<file path="config.mk">
export PLATFORM = sky130hd
export DESIGN_NAME = calc_display_sequencer_flat
export DESIGN_NICKNAME = d
export VERILOG_FILES = /design/src/rtl/calc_display_pkg.sv /design/src/rtl/calc_display_sequencer_if.sv /design/src/rtl/calc_display_sequencer_frame_edge_detect.sv /design/src/rtl/calc_display_sequencer.sv /design/src/flat_wrapper.sv
export SDC_FILE = /design/constraint.sdc
export NUM_CORES = 1
export LEC_CHECK = 0
export CORE_MARGIN = 10
export CORE_UTILIZATION = 33
export CTS_BUF_LIST = sky130_fd_sc_hd__clkbuf_16
export DETAILED_ROUTE_END_ITERATION = 7
export GPL_ROUTABILITY_DRIVEN = 0
export SLEW_MARGIN = 25
export SYNTH_ARGS = -nofsm -noshare
export SYNTH_HDL_FRONTEND = slang
export SYNTH_HIERARCHICAL = 1
export SYNTH_SLANG_ARGS = --single-unit
export TNS_END_PERCENT = 50
</file>
<file path="constraint.sdc">
create_clock -name clk -period 2.64 [get_ports clk]
set_input_delay 0.528 -clock clk [delete_from_list [all_inputs] [get_ports clk]]
set_output_delay 0.528 -clock clk [all_outputs]
set_load 0.05 [all_outputs]
</file>
<file path="src/rtl/calc_display_pkg.sv">
`default_nettype none
// ============================================================================
// calc_display_pkg: shared state encoding and default sizes for the
// calculator display sequencer.            Rev 1.0
// ============================================================================
package calc_display_pkg;

  localparam int         STATE_W = 2;
  localparam logic [1:0] IDLE    = 2'd0;
  localparam logic [1:0] PENDING = 2'd1;
  localparam logic [1:0] COMMIT  = 2'd2;

  localparam logic [9:0] V_BLANK_START_DEF = 10'd480;
  localparam logic [7:0] BLINK_FRAMES_DEF  = 8'd30;
  localparam int         DATA_W_DEF        = 16;

endpackage
`default_nettype wire

</file>
<file path="src/rtl/calc_display_sequencer_if.sv">
`default_nettype none
// ============================================================================
// calc_display_sequencer_if: core update handshake, display-timing input and
// renderer outputs of the display sequencer.   Rev 1.0
// ============================================================================
interface calc_display_sequencer_if
  import calc_display_pkg::*;
#(
  parameter int DATA_W = DATA_W_DEF
);
  logic [9:0]        vCount;
  logic              upd_valid;
  logic              upd_ready;
  logic [DATA_W-1:0] A_in;
  logic [DATA_W-1:0] B_in;
  logic [DATA_W-1:0] C_in;
  logic              flag_in;
  logic [DATA_W-1:0] A_disp;
  logic [DATA_W-1:0] B_disp;
  logic [DATA_W-1:0] C_disp;
  logic              flag_disp;
  logic              upd_done;
  logic              frame_tick;

  modport master (
    output vCount, upd_valid, A_in, B_in, C_in, flag_in,
    input  upd_ready, A_disp, B_disp, C_disp, flag_disp, upd_done, frame_tick
  );

  modport slave (
    input  vCount, upd_valid, A_in, B_in, C_in, flag_in,
    output upd_ready, A_disp, B_disp, C_disp, flag_disp, upd_done, frame_tick
  );
endinterface
`default_nettype wire

</file>
<file path="src/rtl/calc_display_sequencer_frame_edge_detect.sv">
`default_nettype none
// ============================================================================
// frame_edge_detect: one-cycle frame_tick on each entry into vertical
// blanking, registered one cycle behind the vCount compare.   Rev 1.0
// ============================================================================
module frame_edge_detect
  import calc_display_pkg::*;
#(
  parameter logic [9:0] V_BLANK_START = V_BLANK_START_DEF
) (
  input  logic       clk,
  input  logic       reset_n,
  input  logic [9:0] vCount_i,
  output logic       frame_tick_o
);
  logic vblank_d;
  logic vblank_q;
  logic frame_tick_d;
  logic frame_tick_q;

  assign vblank_d     = (vCount_i >= V_BLANK_START);
  assign frame_tick_d = vblank_d & ~vblank_q;

  // vblank_q resets high so the first blanking after reset is not an edge.
  always_ff @(posedge clk) begin
    if (!reset_n) begin
      vblank_q     <= 1'b1;
      frame_tick_q <= 1'b0;
    end else begin
      vblank_q     <= vblank_d;
      frame_tick_q <= frame_tick_d;
    end
  end

  assign frame_tick_o = frame_tick_q;
endmodule
`default_nettype wire

</file>
<file path="src/rtl/calc_display_sequencer.sv">
`default_nettype none
// ============================================================================
// calc_display_sequencer: shadows core value sets and commits them to the
// renderer at vblank entry, with error-flag blink and done pulse.   Rev 1.0
// ============================================================================
module calc_display_sequencer
  import calc_display_pkg::*;
#(
  parameter logic [9:0] V_BLANK_START = V_BLANK_START_DEF,
  parameter logic [7:0] BLINK_FRAMES  = BLINK_FRAMES_DEF,
  parameter int         DATA_W        = DATA_W_DEF
) (
  input  logic                    clk,
  input  logic                    reset_n,
  calc_display_sequencer_if.slave bus
);
  logic [STATE_W-1:0] state_q, state_d;
  logic               frame_tick, handshake, commit;
  logic               upd_ready, upd_done;
  logic [DATA_W-1:0]  a_sh_q, b_sh_q, c_sh_q;
  logic [DATA_W-1:0]  a_sh_d, b_sh_d, c_sh_d;
  logic               flag_sh_q, flag_sh_d;
  logic [DATA_W-1:0]  a_disp_q, b_disp_q, c_disp_q;
  logic               flag_q, flag_d;
  logic [7:0]         blink_cnt_q, blink_cnt_d;
  logic               blink_phase_q, blink_phase_d;

  frame_edge_detect #(
    .V_BLANK_START (V_BLANK_START)
  ) u_frame_edge (
    .clk          (clk),
    .reset_n      (reset_n),
    .vCount_i     (bus.vCount),
    .frame_tick_o (frame_tick)
  );

  assign handshake = bus.upd_valid & upd_ready;
  assign commit    = (state_q == PENDING) & frame_tick;

  // Display loads from the _d side so a handshake coincident with the commit wins.
  assign a_sh_d    = handshake ? bus.A_in    : a_sh_q;
  assign b_sh_d    = handshake ? bus.B_in    : b_sh_q;
  assign c_sh_d    = handshake ? bus.C_in    : c_sh_q;
  assign flag_sh_d = handshake ? bus.flag_in : flag_sh_q;

  always_ff @(posedge clk) begin
    if (!reset_n) state_q <= IDLE;
    else          state_q <= state_d;
  end

  always_comb begin
    state_d = state_q;
    case (state_q)
      IDLE:    if (handshake) state_d = PENDING;
      PENDING: if (frame_tick) state_d = COMMIT;
      COMMIT:  state_d = IDLE;
      default: state_d = IDLE;
    endcase
  end

  always_comb begin
    upd_ready = 1'b0;
    upd_done  = 1'b0;
    case (state_q)
      IDLE, PENDING: upd_ready = reset_n;
      COMMIT:        upd_done  = 1'b1;
      default:       upd_ready = 1'b0;
    endcase
  end

  always_comb begin
    blink_cnt_d   = blink_cnt_q;
    blink_phase_d = blink_phase_q;
    flag_d        = flag_q;
    if (!flag_q) begin
      blink_cnt_d   = 8'd0;
      blink_phase_d = 1'b1;
    end else if (frame_tick) begin
      if (blink_cnt_q == BLINK_FRAMES - 8'd1) begin
        blink_cnt_d   = 8'd0;
        blink_phase_d = ~blink_phase_q;
      end else begin
        blink_cnt_d   = blink_cnt_q + 8'd1;
      end
    end
    if (commit) begin
      flag_d = flag_sh_d;
      if (!flag_sh_d || !flag_q) begin
        blink_cnt_d   = 8'd0;
        blink_phase_d = 1'b1;
      end
    end
  end

  always_ff @(posedge clk) begin
    if (!reset_n) begin
      a_sh_q        <= '0;
      b_sh_q        <= '0;
      c_sh_q        <= '0;
      flag_sh_q     <= 1'b0;
      a_disp_q      <= '0;
      b_disp_q      <= '0;
      c_disp_q      <= '0;
      flag_q        <= 1'b0;
      blink_cnt_q   <= 8'd0;
      blink_phase_q <= 1'b1;
    end else begin
      a_sh_q        <= a_sh_d;
      b_sh_q        <= b_sh_d;
      c_sh_q        <= c_sh_d;
      flag_sh_q     <= flag_sh_d;
      flag_q        <= flag_d;
      blink_cnt_q   <= blink_cnt_d;
      blink_phase_q <= blink_phase_d;
      if (commit) begin
        a_disp_q <= a_sh_d;
        b_disp_q <= b_sh_d;
        c_disp_q <= c_sh_d;
      end
    end
  end

  assign bus.upd_ready  = upd_ready;
  assign bus.upd_done   = upd_done;
  assign bus.frame_tick = frame_tick;
  assign bus.A_disp     = a_disp_q;
  assign bus.B_disp     = b_disp_q;
  assign bus.C_disp     = c_disp_q;
  assign bus.flag_disp  = flag_q & (blink_phase_q | (BLINK_FRAMES == 8'd0));
endmodule
`default_nettype wire
</file>
<file path="src/flat_wrapper.sv">
// flat-port wrapper written by rule: the top's interface ports become plain ports
module calc_display_sequencer_flat import calc_display_pkg::*;
#(
  parameter logic [9:0] V_BLANK_START = V_BLANK_START_DEF,
  parameter logic [7:0] BLINK_FRAMES  = BLINK_FRAMES_DEF,
  parameter int         DATA_W        = DATA_W_DEF
)
  (clk, reset_n, bus_vCount, bus_upd_valid, bus_A_in, bus_B_in, bus_C_in, bus_flag_in, bus_upd_ready, bus_A_disp, bus_B_disp, bus_C_disp, bus_flag_disp, bus_upd_done, bus_frame_tick);
  calc_display_sequencer_if #(.DATA_W(DATA_W)) bus_i ();
  input  logic clk;
  input  logic reset_n;
  input wire logic [$bits(bus_i.vCount)-1:0] bus_vCount;
  input wire logic [$bits(bus_i.upd_valid)-1:0] bus_upd_valid;
  input wire logic [$bits(bus_i.A_in)-1:0] bus_A_in;
  input wire logic [$bits(bus_i.B_in)-1:0] bus_B_in;
  input wire logic [$bits(bus_i.C_in)-1:0] bus_C_in;
  input wire logic [$bits(bus_i.flag_in)-1:0] bus_flag_in;
  output wire logic [$bits(bus_i.upd_ready)-1:0] bus_upd_ready;
  output wire logic [$bits(bus_i.A_disp)-1:0] bus_A_disp;
  output wire logic [$bits(bus_i.B_disp)-1:0] bus_B_disp;
  output wire logic [$bits(bus_i.C_disp)-1:0] bus_C_disp;
  output wire logic [$bits(bus_i.flag_disp)-1:0] bus_flag_disp;
  output wire logic [$bits(bus_i.upd_done)-1:0] bus_upd_done;
  output wire logic [$bits(bus_i.frame_tick)-1:0] bus_frame_tick;
  assign bus_i.vCount = bus_vCount;
  assign bus_i.upd_valid = bus_upd_valid;
  assign bus_i.A_in = bus_A_in;
  assign bus_i.B_in = bus_B_in;
  assign bus_i.C_in = bus_C_in;
  assign bus_i.flag_in = bus_flag_in;
  assign bus_upd_ready = bus_i.upd_ready;
  assign bus_A_disp = bus_i.A_disp;
  assign bus_B_disp = bus_i.B_disp;
  assign bus_C_disp = bus_i.C_disp;
  assign bus_flag_disp = bus_i.flag_disp;
  assign bus_upd_done = bus_i.upd_done;
  assign bus_frame_tick = bus_i.frame_tick;
  calc_display_sequencer #(.V_BLANK_START(V_BLANK_START), .BLINK_FRAMES(BLINK_FRAMES), .DATA_W(DATA_W)) u_core (.clk(clk), .reset_n(reset_n), .bus(bus_i));
endmodule
</file>
==> results of run 1 <==
==> where the power goes <==
part	switching, µW	total [µW]	internal, µW	leakage (µW)
Clock	589	1410	823	0.000147
Sequential	18.4	1740	1730	0.000902
Combinational	161	329	168	0.00116
==> kinds of logic after synthesis <==
kind of cell	synth area share (%)
AOI/OAI and AO/OA	14.1
adders and majority gates	0.623
buffers and inverters	3.46
xor gates and xnor gates	0.872
muxes	12.7
DFF	55.3
and+or+nand+nor	13.0
==> worst max path at each step <==
| stage | slack, ps | to | startpoint | cells past startpoint |
|---|---|---|---|---|
| 6_report | 280 | bus_frame_tick | u_core/u_frame_edge/frame_tick_o | 1 |
| 5_1_grt | 200 | bus_frame_tick | u_core/u_frame_edge/frame_tick_o | 1 |
| 4_1_cts | 270 | bus_frame_tick | u_core/u_frame_edge/frame_tick_o | 1 |
| 3_5_place_dp | 540 | u_core/blink_cnt_q[1] | bus_upd_valid | 4 |
| 3_3_place_gp | 560 | u_core/blink_cnt_q[1] | bus_upd_valid | 4 |
| 2_1_floorplan | 640 | bus_upd_ready | reset_n | 2 |
==> area by class of cell <==
cell class,instances,area share [%]
Tap cell,147,3.33
Clock buffer,9,4.08
Timing Repair Buffer,112,20.6
Inverter,2,0.136
Sequential cell,111,40.2
Multi-Input combinational cell,245,30.0
Clock inverter,7,1.58
==> metrics by stage <==
step	cells	utilization, %	total power (µW)	setup WS, ps
6_report	633	46.2	3490	285
5_1_grt	633	46.2	3650	200
4_1_cts	633	46.2	3540	265
3_5_place_dp	617	43.6	2120	535
3_3_place_gp	617	43.6	2110	560
2_1_floorplan	386	-	1970	639
==> metal layers <==
layer  routed length [µm]  share of wire, %  up-vias
met3                  724               7.8       10
li1                     -                 -     1531
met1                 4360                47     1354
met4                  153               1.6        0
met2                 4070                44       67
met5                    0                 0        -
==> registers in the layout (all words and copies together) (netlist names), 2 cells and up <==
name	cells
u_core/a_sh_q	16
u_core/b_sh_q	16
u_core/blink_cnt_q	8
u_core/bus.A_disp	16
u_core/bus.B_disp	16
u_core/bus.C_disp	16
u_core/c_sh_q	16
u_core/state_q	2
==> cell usage in the layout, fill, tap and decap left out, types with 4 or more instances in the layout <==
cell / instances
a21oi_1: 48
clkbuf_16: 9
dfxtp_1: 111
clkdlybuf4s50_1: 106
o21ai_0: 52
nor2_1: 4
nor3_1: 5
mux2i_1: 50
nor2b_1: 51
nand2_1: 4
==> flow_metrics.env, run 1 <==
export IMPL_status="complete, no violations"
export IMPL_r2r_end="u_core/blink_cnt_q[1]"
export IMPL_synth_nets=450
export IMPL_cts_root_buffer="clkbuf_16"
export IMPL_hold_end="u_core/u_frame_edge/frame_tick_o"
export IMPL_postCtsHoldBufs=0
export IMPL_synth_top_flop_cell="dfxtp_1"
export IMPL_fillers=1146
export IMPL_portBuffers=108
export IMPL_dieArea_mm2=0.0170
export IMPL_r2r_slack_ps=830
export IMPL_fmaxAchievable_mhz=425
export IMPL_multiInputGateArea_mm2=0.00166
export IMPL_synth_cells=386
export IMPL_cts_tree="yes"
export IMPL_end_kind="primary output"
export IMPL_gr_usage_met3_pct=4.22
export IMPL_drive_gt1_share_pct=6.17
export IMPL_avgViaCountPerCell=4.68
export IMPL_cp_slowest_cell="clkdlybuf4s50_1"
export IMPL_fin_crit_sh_pct=89.2
export IMPL_crit_chain="clkdlybuf4s50_1"
export IMPL_grt_pass1_vias=2810
export IMPL_ys_async_sr_fraction_pct=0
export IMPL_core_mm2=0.0120
export IMPL_setup_violations=0
export IMPL_ys_warn_count=6
export IMPL_synth_area_per_cell_um2=10.4
export IMPL_gr_max_usage_layer="met2"
export IMPL_hp_start="u_core/u_frame_edge/vblank_q"
export IMPL_slew_viol_final=0
export IMPL_die_w_um=130
export IMPL_cp_arrival_ps=1830
export IMPL_ioPinCount=114
export IMPL_seq_area_frac_synth_pct=55.3
export IMPL_r2r_cells=4
export IMPL_hold_ws_ps=405
export IMPL_drcViolationCount=0
export IMPL_cts_resized=0
export IMPL_wire_per_inst_um=14.7
export IMPL_drt_iter0_markers=184
export IMPL_antenna_found_initial=0
export IMPL_path_class="reg2out"
export IMPL_clk_pin_slew_ps=70
export IMPL_reg2reg_from="u_core/blink_cnt_q[0]"
export IMPL_seqCellArea_mm2=0.00222
export IMPL_hold_class="reg2reg"
export IMPL_vias=2962
export IMPL_min_path_cells=1
export IMPL_synthTopCellsByArea="dfxtp_1, mux2i_1, nor2b_1"
export IMPL_max_vdd_ir_drop_v=0.000334
export IMPL_tns_ps=0
export IMPL_ys_seq_elements=111
export IMPL_leakagePower_uw=0.00220
export IMPL_maxSlewHeadroom_pct=57.8
export IMPL_placed_area_mm2=0.00521
export IMPL_grt_pass1_wl_mm=14.5
export IMPL_crit_fanout=11
export IMPL_clockBufferDepth=2
export IMPL_nets=545
export IMPL_drv_cap=0
export IMPL_stdcell_area_mm2=0.00553
export IMPL_antenna_cells=0
export IMPL_dpl_hpwl_mm=6.19
export IMPL_period_needed_ps=2360
export IMPL_grt_max_degree=99
export IMPL_postCtsSetupBuffers=0
export IMPL_drt_total_wl_mm=9.31
export IMPL_startpoint_type="flop"
export IMPL_drtAntennaViolNets=0
export IMPL_powerDensity_mw_per_mm2=631
export IMPL_cp_required_ps=2110
export IMPL_synth_top_area_cell="dfxtp_1"
export IMPL_htree_levels=3
export IMPL_synth_top_area_share_pct=55.3
export IMPL_path_buf_inv=1
export IMPL_grt_usage_pct=10.8
export IMPL_critPathTopFamily="buffers and inverters"
export IMPL_synth_distinct_cells=31
export IMPL_clk_latency_ps=350
export IMPL_synth_edf_count=0
export IMPL_met1_usage_pct=13.3
export IMPL_netlist_top_cells_count="dfxtp_1, o21ai_0, nor2b_1"
export IMPL_rsz0062_at_grt="no"
export IMPL_synth_most_common_cell="dfxtp_1"
export IMPL_grt_ovfl_total=0
export IMPL_area_growth_pct=37.5
export IMPL_start_util_pct=33.6
export IMPL_cts_sinks=111
export IMPL_dieHeight_um=130
export IMPL_rows=40
export IMPL_detail_route_first_pass_iterations=5
export IMPL_numCtsBuffers=9
export IMPL_synth_area_mm2=0.00402
export IMPL_max_stage_delay_ps=900
export IMPL_finalHoldViolCount=0
export IMPL_grt_util_met2_pct=15.8
export IMPL_tightest_slew_ps=632
export IMPL_clock_skew_ps=5.98
Note: power is estimated with default switching activity, not from simulation.
==> run 2: changes to the inputs <==
CTS_CLUSTER_SIZE = 8   (was not set)
==> results of run 2 <==
Same layout as run 1: the final DEF is identical, and so are final timing and power.
